**src/rtl/alu_pkg.sv**
```systemverilog
// alu_pkg: ALU select codes shared with ALU_ControlUnit, plus the skid-buffer occupancy states
package alu_pkg;
  localparam logic [3:0] ALU_AND     = 4'b0000;
  localparam logic [3:0] ALU_OR      = 4'b0001;
  localparam logic [3:0] ALU_ADD     = 4'b0010;
  localparam logic [3:0] ALU_SUB     = 4'b0110;
  localparam logic [3:0] ALU_INVALID = 4'b1111;
  typedef enum logic [1:0] {EMPTY, ONE, FULL} skid_state_t;
endpackage

```
**src/rtl/alu_skid_buffer.sv**
```systemverilog
// alu_skid_buffer: 2-entry valid/ready skid buffer, in_ready decoded only from registered state
module alu_skid_buffer #(
  parameter int W = 34
) (
  input  logic         clk,
  input  logic         rst_n,
  input  logic         in_valid,
  input  logic [W-1:0] in_data,
  output logic         in_ready,
  output logic         out_valid,
  input  logic         out_ready,
  output logic [W-1:0] out_data
);
  import alu_pkg::*;
  skid_state_t state, state_nxt;
  logic [W-1:0] main_q, skid_q;
  logic accept, deliver;
  assign in_ready  = state != FULL;
  assign out_valid = state != EMPTY;
  assign out_data  = main_q;
  assign accept    = in_valid & in_ready;
  assign deliver   = out_valid & out_ready;
  always_comb begin
    state_nxt = state;
    state_nxt = state == EMPTY ? (accept ? ONE : EMPTY)
              : state == ONE   ? (accept && !deliver ? FULL : !accept && deliver ? EMPTY : ONE)
              : (deliver ? ONE : FULL);
  end
  always_ff @(posedge clk or negedge rst_n)
    if (!rst_n) state <= EMPTY;
    else state <= state_nxt;
  always_ff @(posedge clk or negedge rst_n) begin
    if (!rst_n) begin
      main_q <= '0;
      skid_q <= '0;
    end else begin
      if (state == FULL && deliver) main_q <= skid_q;
      else if (accept && (!out_valid || deliver)) main_q <= in_data;
      if (accept && out_valid && !deliver) skid_q <= in_data;
    end
  end
endmodule

```
**src/rtl/alu_exec_stage.sv**
```systemverilog
// alu_exec_stage: registered ALU execute stage with valid/ready handshakes and an output skid buffer
module alu_exec_stage #(
  parameter int XLEN  = 32,
  parameter int CNT_W = 16
) (
  input  logic             clk,
  input  logic             rst_n,
  input  logic             in_valid,
  output logic             in_ready,
  input  logic [3:0]       alu_sel,
  input  logic [XLEN-1:0]  op_a,
  input  logic [XLEN-1:0]  op_b,
  output logic             out_valid,
  input  logic             out_ready,
  output logic [XLEN-1:0]  result,
  output logic             zero,
  output logic             illegal,
  output logic             err_sticky,
  output logic [CNT_W-1:0] op_count
);
  import alu_pkg::*;
  logic [XLEN-1:0] res;
  logic            ill;
  logic [XLEN+1:0] entry;
  always_comb begin
    ill = alu_sel == ALU_INVALID || !(alu_sel inside {ALU_AND, ALU_OR, ALU_ADD, ALU_SUB});
    res = alu_sel == ALU_AND ? op_a & op_b
        : alu_sel == ALU_OR  ? op_a | op_b
        : alu_sel == ALU_ADD ? op_a + op_b
        : alu_sel == ALU_SUB ? op_a - op_b
        : '0;
  end
  alu_skid_buffer #(.W(XLEN + 2)) u_skid (
    .clk       (clk),
    .rst_n     (rst_n),
    .in_valid  (in_valid),
    .in_data   ({res, res == '0, ill}),
    .in_ready  (in_ready),
    .out_valid (out_valid),
    .out_ready (out_ready),
    .out_data  (entry)
  );
  assign {result, zero, illegal} = entry;
  always_ff @(posedge clk or negedge rst_n) begin
    if (!rst_n) begin
      err_sticky <= 1'b0;
      op_count   <= '0;
    end else begin
      err_sticky <= err_sticky | (in_valid & in_ready & ill);
      op_count   <= op_count + CNT_W'(out_valid & out_ready);
    end
  end
endmodule

```
**config.mk**
```make
export PLATFORM = sky130hd
export DESIGN_NAME = alu_exec_stage
export DESIGN_NICKNAME = d
export VERILOG_FILES = /design/src/rtl/alu_pkg.sv /design/src/rtl/alu_skid_buffer.sv /design/src/rtl/alu_exec_stage.sv
export SDC_FILE = /design/constraint.sdc
export NUM_CORES = 1
export LEC_CHECK = 0
export ABC_CLOCK_PERIOD_IN_PS = 6100
export BUFFER_PORTS_ARGS = -buffer_cell sky130_fd_sc_hd__buf_2
export CAP_MARGIN = 40
export CORE_AREA = 5 5 126 128
export DETAILED_ROUTE_END_ITERATION = 8
export DIE_AREA = 0 0 131 133
export MAX_ROUTING_LAYER = met4
export PLACE_DENSITY = 0.88
export SLEW_MARGIN = 20
export SYNTH_ARGS = -nofsm -noshare
export SYNTH_HDL_FRONTEND = slang
export SYNTH_HIERARCHICAL = 1
export SYNTH_SLANG_ARGS = --single-unit
```
**constraint.sdc**
```tcl
create_clock -name clk -period 6.1 [get_ports clk]
set_input_delay 0.61 -clock clk [delete_from_list [all_inputs] [get_ports clk]]
set_output_delay 0.61 -clock clk [all_outputs]
set_load 0.05 [all_outputs]
```
==> results by group, run 1 <==
Power
  – Design Power: 0.00247 W
  – Sw Pwr: 0.00110 W
  – Logic pwr share: 0.471
  – Internal power: 0.00137 W
  – Power Dens Cells: 240 nW/µm²
  – Maximum VDD drop: 0.154 mV
  – Leakage: 4.99 nW
  – Flop pwr share: 0.321
  – Switch share: 0.444
  – Clock share of power: 0.209

Placement
  – Post-placement cell area: 10000 µm²
  – Buffers on Ports: 124
  – GPL Wtd Cong: 1.03
  – # placed instances: 1,404
  – Post-DP HPWL: 20,500 µm

Drt
  – Vias per cell: 6.63
  – Remaining DRCs: 0
  – Routed WL: 28,600 µm
  – ANT nets after route: 0
  – Vias: 9,427
  – Wire per inst: 20.2 µm
  – First-iteration detailed-routing DRC count: 1,133
  – DR pass1 iterations: 7

Die
  – Die area: 17,400 µm²
  – Die X: 131 µm
  – IO Pins: 125
  – FP Rows: 45
  – Die span in y: 133 µm
  – Starting Density: 0.633
  – Core area: 14,800 µm²

Yosys
  – Syn nets: 1,327
  – Yosys warns: 6
  – Synthesized cell area: 9340 µm²
  – Yosys reg bits: 87
  – Mean Syn Cell Area: 8.08 µm²
  – Fraction of post-synthesis cell area in the top cell type by area: 0.233
  – Async SR Flop Fraction: 1.00
  – Main synth FF type: dfrtp_1
  – Synth cell types: 75
  – Syn Inst Count: 1,156
  – Dominant cell type by area after synthesis: dfrtp_1
  – Synth area leaders: dfrtp_1 23%, ha_1 13%, inv_1 4.7%, a21oi_1 4.2%, o21ai_0 4.0%
  – EDFF count, synth: 0
  – Sequential-to-total area share from yosys stat: 0.233

GRT
  – Largest net degree at the start of global routing: 61
  – Met3 usage: 0.0400
  – Vias in the first global route: 8,835
  – Global Route Usage Sum: 0.322
  – GRT Residual Overflow: 0
  – Met2 usage in global routing: 0.523
  – Grt met1 use: 0.404
  – Most used routing layer: met2
  – First-pass GRT wire length: 44,500 µm
  – Initial antenna violation count: 0

Status
  – Status: finished, final reports clean

Final layout
  – Commonest non-fill, non-tap cell in the layout: buf_2
  – Commonest non-fill, non-tap cells in the layout: 123 x buf_2, 117 x inv_1, 97 x ha_1
  – Layout cell share with drive strength beyond 1: 0.163
  – Layout Nets: 1,399
  – Post-Layout Cell Count: 1,421
  – Design area: 10,300 µm²
  – Filler cells: 1,181
  – Antenna diode count: 0
  – Layout area overhead: 10.4%

Worst setup path
  – Critical path endpoint category: register
  – Startpoint types: input port
  – Req. time, crit path: 6.37 ns
  – Max incr delay on CP: 0.60 ns
  – Critical Path Slowest Stage Cell: or4_1
  – Worst Path Class, Setup: in2reg
  – Cell mode on critical path: or4_1
  – Worst Path Max Fanout: 4
  – Crit path cell chain: buf_2 > inv_1 > ha_1 > inv_1 > fa_1 > nor2b_1 > o21ai_1 > nand4_1 > o2111ai_1 > o311ai_0 > or4_1 > or4_1 > or4b_1 > or4_1 > or4_4 > nor4b_4 > nor2b_1 > o21ai_0 > o211a_1
  – Critical path arrival: 5.45 ns

Timing
  – RSZ-0062 raised after global routing: false
  – Worst-margin pin slew: 0.807 ns
  – Fin Hold WS: 0.194 ns
  – Setup violators final: 0
  – Slew Limit Fails: 0
  – Clock Skew: 0.00751 ns
  – Achievable clock frequency: 0.193 GHz
  – Final hold vios: 0
  – Slew margin rel.: 0.455
  – Fin crit period: 5.18 ns
  – Tcrit/Tclk final: 0.849
  – Setup TNS: 0 ns

Clock tree
  – CTS tree: done
  – Post-CTS Resized: 0
  – Clock sink count: 87
  – Num CTS Buffers: 9
  – Clock buffer depth: 2
  – Clk pin slew, worst setup/hold paths: 0.06 ns
  – Setup repair bufs after CTS: 0
  – CTS root buf: clkbuf_16
  – Htree depth: 3
  – CTS Hold Buffers Added: 0
  – Worst-Skew Late Latency: 0.33 ns

Hold path
  – Worst Hold Class: in2async

Job
  – Max Cap Viol: 0
worst paths after layout:
| path | from | end | slack, ns | cells past startpoint |
|---|---|---|---|---|
| setup / recovery | op_a[0] | u_skid/out_data[1] | 0.92 | 19 |
| hold / removal | rst_n | op_count[9] | 0.19 | 1 |
| setup reg to reg | u_skid/state[0] | op_count[14] | 3.59 | 9 |
| hold reg to reg | u_skid/skid_q[22] | u_skid/skid_q[22] | 0.48 | 1 |
| max in group asynchronous | rst_n | u_skid/skid_q[25] | 5.30 | 2 |
| min in group clk | u_skid/skid_q[22] | u_skid/skid_q[22] | 0.48 | 1 |
registers in the layout, summed over array words and instances (netlist names):
name / flops
u_skid/state: 2
u_skid/out_data: 34
err_sticky: 1
u_skid/skid_q: 34
op_count: 16
synth_stat cells, types with 14 or more instances:
cell type	count
nor2b_1	43
ha_1	97
nand4_1	20
nor4_1	14
a211oi_1	16
nand2_1	68
buf_2	16
nand3_1	30
o22ai_1	14
xnor2_1	27
clkbuf_1	45
mux2i_1	27
o21ai_0	74
nor3_1	18
o211a_1	34
a21oi_1	79
nand3b_1	35
dfrtp_1	87
nor2_1	65
inv_1	117
mux2_2	29
area by class of cell:
class	instances	area, µm²	share of cell area
clock inverter	4	30.0	0.00291
multi-input combinational	878	6410	0.622
clock buffer	12	256	0.0249
timing repair buffer	133	751	0.0728
sequential	87	2180	0.211
inverter	119	447	0.0433
tap	188	235	0.0228
power groups by stage:
| stage | Clock (W) | Combinational (W) | Sequential, W |
|---|---|---|---|
| 2_1_floorplan | 0 | 0.000561 | 0.00105 |
| 3_3_place_gp | 0 | 0.00110 | 0.000789 |
| 3_5_place_dp | 0 | 0.00113 | 0.000795 |
| 4_1_cts | 0.000519 | 0.00114 | 0.000786 |
| 5_1_grt | 0.000546 | 0.00123 | 0.000802 |
| 6_report | 0.000515 | 0.00116 | 0.000792 |
critical path, delay by kind of cell:
family	cells	cell delay (ns)
adders and majority gates	2	0.55
buffers and inverters	3	0.24
and+or+nand+nor	9	3.12
AOI/OAI and AO/OA	5	0.92
through the flow:
| stage | worst slack, ns | utilization |
|---|---|---|
| 6_report | 0.923 | 0.699 |
| 5_1_grt | 0.573 | 0.699 |
| 4_1_cts | 0.937 | 0.697 |
| 3_5_place_dp | 0.601 | 0.678 |
| 3_3_place_gp | 0.727 | 0.673 |
| 2_1_floorplan | 1.26 | - |
logic make-up after synthesis:
group / Yosys count / synth area share
AO/OA/AOI/OAI: 333 / 0.241
XOR/XNOR: 34 / 0.0319
adder cells (fa/ha/maj): 99 / 0.134
buffers and inverters: 191 / 0.0825
flip-flops: 87 / 0.233
multiplexers: 62 / 0.0712
AND/OR/NAND/NOR: 350 / 0.206
metal layers:
metal / wire [µm] / vias to the layer above / share of wire
li1: - / 4286 / -
met2: 13800 / 591 / 0.48
met1: 11200 / 4453 / 0.39
met4: 1250 / 0 / 0.044
met3: 2320 / 97 / 0.081
met5: 0 / - / 0
(Power assumes the default switching activity.)
==> run 2, diff against run 1 <==
Settings changed: ABC_AREA set to 1, ABC_CLOCK_PERIOD_IN_PS 6100 to 4200, CORE_AREA 5 5 126 128 to 5 5 146 148, DIE_AREA 0 0 131 133 to 0 0 151 153, PLACE_DENSITY 0.88 to 0.77.
Clock period 6.1 ns to 4.2 ns, I/O delays scaled along.
==> results by group, run 2 <==
Status
  – Status: finished, final reports clean

Die
  – FP Rows: 52
  – Die span in y: 153 µm
  – Starting Density: 0.534
  – Die area: 23,100 µm²
  – Core area: 19,900 µm²
  – IO Pins: 125
  – Die X: 151 µm

Timing
  – Achievable clock frequency: 0.338 GHz
  – Final hold vios: 0
  – Worst setup margin: 1.24 ns
  – Slew Limit Fails: 0
  – Tcrit/Tclk final: 0.704
  – Setup TNS: 0 ns
  – Slew margin rel.: 0.478
  – Clock Skew: 0.00413 ns
  – Worst-margin pin slew: 0.778 ns
  – Setup violators final: 0
  – Fin crit period: 2.96 ns
  – RSZ-0062 raised after global routing: false

Yosys
  – Yosys reg bits: 87
  – Syn nets: 1,936
  – Mean Syn Cell Area: 6.02 µm²
  – Most common cell in the netlist: nand2_1
  – Synth top cells by count: 646 x nand2_1, 279 x inv_1, 160 x nand3_1
  – Synth cell types: 43
  – Async SR Flop Fraction: 1.00
  – Yosys warns: 6
  – EDFF count, synth: 0
  – Synthesized cell area: 10,600 µm²
  – Fraction of post-synthesis cell area in the top cell type by area: 0.228
  – Dominant cell type by area after synthesis: nand2_1
  – Syn Inst Count: 1,765
  – Synth area leaders: nand2_1 23%, dfrtp_1 20%, ha_1 11%, inv_1 9.9%, nand3_1 7.5%
  – Main synth FF type: dfrtp_1
  – Sequential-to-total area share from yosys stat: 0.205

Final layout
  – Commonest non-fill, non-tap cell in the layout: nand2_1
  – Antenna diode count: 0
  – Layout Nets: 2,019
  – Filler cells: 2,081
  – Post-Layout Cell Count: 2,123
  – Layout area overhead: 8.43%
  – Layout cell share with drive strength beyond 1: 0.155
  – Commonest non-fill, non-tap cells in the layout: 646 x nand2_1, 279 x inv_1, 160 x nand3_1

Clock tree
  – CTS tree: done
  – Worst-Skew Late Latency: 0.33 ns
  – Htree depth: 3
  – Num CTS Buffers: 9
  – Post-CTS Resized: 0
  – Clk pin slew, worst setup/hold paths: 0.06 ns
  – Clock buffer depth: 2
  – Clock sink count: 87
  – CTS root buf: clkbuf_16

Worst setup path
  – Req. time, crit path: 4.48 ns
  – RR Endpoint: op_count[14]
  – Reg2reg path depth: 13
  – Critical path endpoint category: register
  – Worst R2R Start: u_skid/state[1]
  – Critical path launch point: op_a[20]
  – Worst Path Class, Setup: in2reg
  – Startpoint types: input port
  – R2r setup slk: 1.40 ns
  – Worst Path Max Fanout: 9
  – Critical path arrival: 3.23 ns

Placement
  – Buffers on Ports: 124
  – GPL Wtd Cong: 1.03
  – Place WS: 0.939 ns
  – # placed instances: 2,106
  – Post-DP HPWL: 26,600 µm

Power
  – Power Dens Cells: 306 nW/µm²
  – Maximum VDD drop: 0.220 mV
  – Leakage: 7.07 nW

Drt
  – DR pass1 iterations: 5
  – Vias per cell: 5.25
  – Vias: 11,200
  – First-iteration detailed-routing DRC count: 954
  – Remaining DRCs: 0
  – ANT nets after route: 0
  – Wire per inst: 15.5 µm
  – Routed WL: 32,900 µm

GRT
  – First-pass GRT wire length: 52,300 µm
  – GRT Residual Overflow: 0
  – Largest net degree at the start of global routing: 57
  – Global Route Usage Sum: 0.286
  – Vias in the first global route: 10,300
  – Initial antenna violation count: 0

Hold path
  – Hold depth: 2
  – WHS Endpoint: err_sticky
  – Hold_sp: in_valid
  – Worst Hold Class: in2reg

Job
  – Max Cap Viol: 0
==> run 2: cell types whose count changed after synthesis, moves of 34 or more <==
cell      before  now
nand3_1       30  160
nand2_1       68  646
o21ai_0       74   16
nor2_1        65  125
inv_1        117  279
nand2_2        0   34
clkbuf_1      45    2
nand4_1       20   61
a21oi_1       79   43
o211a_1       34    0
nor2b_1       43    0
nand3b_1      35    0
==> run 2: through the flow <==
| stage | total power, W | area (µm²) | util | hold WS [ns] |
|---|---|---|---|---|
| finish | 0.00353 | 11500 | 0.579 | 0.403 |
| detailed placement | 0.00271 | 11200 | 0.563 | 0.291 |
| global route | 0.00375 | 11500 | 0.579 | 0.409 |
| CTS | 0.00353 | 11500 | 0.579 | 0.398 |
| global placement | 0.00269 | 11200 | 0.561 | 0.446 |
| floorplan | 0.00232 | 10600 | - | 0.124 |
==> run 2: worst max path at each step <==
stage               cells past startpoint                 end
global placement                       21  u_skid/out_data[1]
floorplan                              18  u_skid/out_data[1]
CTS                                    21  u_skid/out_data[1]
detailed placement                     21  u_skid/out_data[1]
global route                           21  u_skid/out_data[1]
finish                                 21  u_skid/out_data[1]
==> run 2: layout make-up <==
class,instances,area [µm²],share of cell area
Tap cell,270,338,0.0293
Clock buffer,14,274,0.0238
Multi-Input combinational cell,1315,6850,0.594
Inverter,302,1140,0.0988
Timing Repair Buffer,133,713,0.0619
Clock inverter,2,37.5,0.00326
Sequential cell,87,2180,0.189
==> run 2: power breakdown <==
part / switching [W] / internal (W) / total [W] / leakage, nW
sequential: 0.0000934 / 0.000992 / 0.00109 / 1.15
combinational: 0.00120 / 0.000429 / 0.00163 / 5.77
clock: 0.000306 / 0.000510 / 0.000815 / 0.149
total: 0.00160 / 0.00193 / 0.00353 / 7.07
==> run 2: layer usage <==
metal / vias up / routed length, µm / global-route usage
li1: 5589 / - / -
met4: 0 / 539 / 0.0561
met1: 5060 / 15300 / 0.407
met2: 466 / 14700 / 0.446
met5: - / 0 / -
met3: 39 / 2450 / 0.0275
==> run 2: cell families after synthesis <==
family / count (synthesis) / share of synthesized area
xor gates and xnor gates: 14 / 0.0115
adders and majority gates: 99 / 0.118
AOI/OAI and AO/OA: 79 / 0.0425
buffers and inverters: 363 / 0.152
DFF: 87 / 0.205
and+or+nand+nor: 1123 / 0.472
==> run 2: critical path, cell delays in order <==
cell and delay, ns:
buf_2 0.10, inv_1 0.04, ha_1 0.55, nand2_1 0.18, nor2_1 0.17, inv_1 0.08
nor3_1 0.39, nand2_1 0.17, nand2_1 0.09, nand2_1 0.05, nand3_1 0.07, nand3_1 0.08
nor2_1 0.18, nand2_1 0.08, nor2_1 0.08, nand3_1 0.07, nor2_1 0.15, nand2_1 0.07
nand2_1 0.09, nand2_1 0.05, nand2_1 0.07
==> run 2: timing repair <==
action,4_1_cts,5_1_grt
hold buffers,1,0
hold endpoints to repair,12,0
setup buffers,0,0
==> run 3, diff against run 2 <==
Settings changed: ABC_CLOCK_PERIOD_IN_PS 4200 to 2900, CORE_AREA 5 5 146 148 to 5 5 139 141, DIE_AREA 0 0 151 153 to 0 0 144 146, PLACE_DENSITY 0.77 to 0.81.
Clock period 4.2 ns to 2.9 ns, I/O delays scaled along.
==> results by group, run 3 (synthesis gave the netlist of run 2 again) <==
Status
  – Status: finished, final reports clean

Drt
  – Remaining DRCs: 0
  – Vias: 11,800
  – DR pass1 iterations: 5
  – ANT nets after route: 0
  – Vias per cell: 5.35
  – First-iteration detailed-routing DRC count: 960
  – Routed WL: 34,300 µm
  – Wire per inst: 15.6 µm

Timing
  – Clock Skew: 0.00829 ns
  – Worst setup margin: 0.207 ns
  – Setup violators final: 0
  – Fin crit period: 2.69 ns
  – Tcrit/Tclk final: 0.929
  – Fin Hold WS: 0.291 ns
  – Slew margin rel.: 0.497
  – Achievable clock frequency: 0.371 GHz
  – Slew Limit Fails: 0
  – Worst-margin pin slew: 0.754 ns
  – Final hold vios: 0
  – Setup TNS: 0 ns

Placement
  – GPL Wtd Cong: 0.950
  – Post-DP HPWL: 27,500 µm
  – Buffers on Ports: 124
  – Place WS: -0.158 ns

Final layout
  – Layout area overhead: 16.4%
  – FF/Latch Area: 2180 µm²
  – Commonest non-fill, non-tap cells in the layout: 646 x nand2_1, 279 x inv_1, 160 x nand3_1
  – Antenna diode count: 0
  – Layout cell share with drive strength beyond 1: 0.213
  – Layout Nets: 2,137
  – Commonest non-fill, non-tap cell in the layout: nand2_1
  – Area of the multi-input gates: 6880 µm²
  – Filler cells: 1,611
  – Post-route core utilization: 0.694

Worst setup path
  – Worst Path Class, Setup: in2reg
  – Critical path arrival: 2.97 ns
  – Max incr delay on CP: 0.35 ns
  – Worst Path Max Fanout: 5
  – Crit path buffers/inverters: 4
  – Startpoint types: input port
  – Top Family by Delay on Critical Path: simple AND/OR/NAND/NOR gates
  – Cell mode on critical path: nand2_1
  – Req. time, crit path: 3.17 ns
  – Critical Path Slowest Stage Cell: ha_1
  – Critical path endpoint category: register
  – Crit path cell chain: buf_2 > inv_1 > ha_1 > buf_4 > nor2_4 > nand2_1 > inv_1 > nand2_2 > nand2_2 > nand2_2 > nand2_2 > nand2_1 > nand3_1 > nand4_1 > nor2_1 > nand3_1 > nor2_2 > nand3_1 > nor2_2 > nand2_1 > nand2_1 > nand2_1 > nand2_1

Clock tree
  – Worst-Skew Late Latency: 0.34 ns
  – CTS root buf: clkbuf_16
  – Clock sink count: 87
  – CTS tree: done
  – Htree depth: 3
  – Clk pin slew, worst setup/hold paths: 0.06 ns
  – Clock buffer depth: 2
  – Num CTS Buffers: 9

Power
  – Leakage: 7.63 nW
  – Design Power: 0.00524 W
  – Maximum VDD drop: 0.800 mV
  – Power Dens Cells: 423 nW/µm²

GRT
  – Initial antenna violation count: 0
  – Global Route Usage Sum: 0.332
  – First-pass GRT wire length: 55,400 µm
  – GRT Residual Overflow: 0
  – Largest net degree at the start of global routing: 60
  – Vias in the first global route: 11,200

Die
  – Die span in y: 146 µm
  – Core area: 17,800 µm²
  – Starting Density: 0.596
  – Die X: 144 µm
  – Die area: 21,000 µm²
  – IO Pins: 125
  – FP Rows: 49

Job
  – Max Cap Viol: 0

Hold path
  – Worst Hold Class: in2reg
run 3: cell count changes in the layout (fill, tap and decap cells not counted), moves of 2 or more:
cell | previous run | this run
nor2_1 | 124 | 117
clkinv_2 | 0 | 2
inv_6 | 0 | 2
clkbuf_1 | 2 | 0
clkbuf_8 | 3 | 1
buf_4 | 8 | 125
ha_1 | 97 | 94
nor2_2 | 28 | 35
ha_2 | 0 | 3
run 3: layout make-up:
cell class	count	share of cell area
Multi-Input combinational cell	1315	0.556
Sequential cell	87	0.176
Timing Repair Buffer	251	0.130
Inverter	302	0.0920
Tap cell	229	0.0231
Clock buffer	10	0.0193
Clock inverter	6	0.00354
run 3: final timing paths:
| path | start | cells after the start | slack, ns | to |
|---|---|---|---|---|
| worst min-delay path | out_ready | 4 | 0.29 | op_count[0] |
| min in group asynchronous | rst_n | 2 | 0.42 | u_skid/out_data[4] |
| worst max-delay path | op_a[6] | 23 | 0.21 | u_skid/out_data[1] |
| max in group asynchronous | rst_n | 3 | 1.87 | op_count[5] |
| worst max register to register | u_skid/state[0] | 12 | 0.31 | op_count[14] |
| worst min register to register | op_count[15] | 1 | 0.47 | op_count[15] |
run 3: what timing repair did:
action / CTS / global route
resized for setup: 0 / 12
hold buffers: 1 / 0
buffers inserted: 0 / 1
endpoints found under the hold margin: 28 / 0
setup endpoints to repair: 0 / 2
run 3: through the flow:
step,cells,cell area (µm²)
global route,2200,12400
finish,2200,12400
floorplan,1765,10600
global placement,2181,12000
detailed placement,2182,12000
CTS,2199,12300
run 3: where the power goes:
group          internal, W  switching, W
clock             0.000608      0.000473
sequential         0.00144      0.000150
combinational     0.000778       0.00180
run 3: worst register-to-register path: stages, from the launching register on:
cell	delay (ns)
dfrtp_1	0.38
inv_4	0.18
nand2_4	0.15
nand2_1	0.06
inv_1	0.05
ha_1	0.18
ha_1	0.19
nand3_1	0.13
nor2_1	0.18
nand3_1	0.16
nor3b_1	0.45
nand4_1	0.19
xnor2_1	0.17
run 3: per-layer routing:
layer,routed length [µm],global-route usage,vias to the layer above,share of wire
met5,0,-,-,0
met4,888,0.0927,0,0.026
met3,2580,0.0253,61,0.075
met2,15800,0.531,505,0.46
met1,15000,0.453,5394,0.44
li1,-,-,5802,-
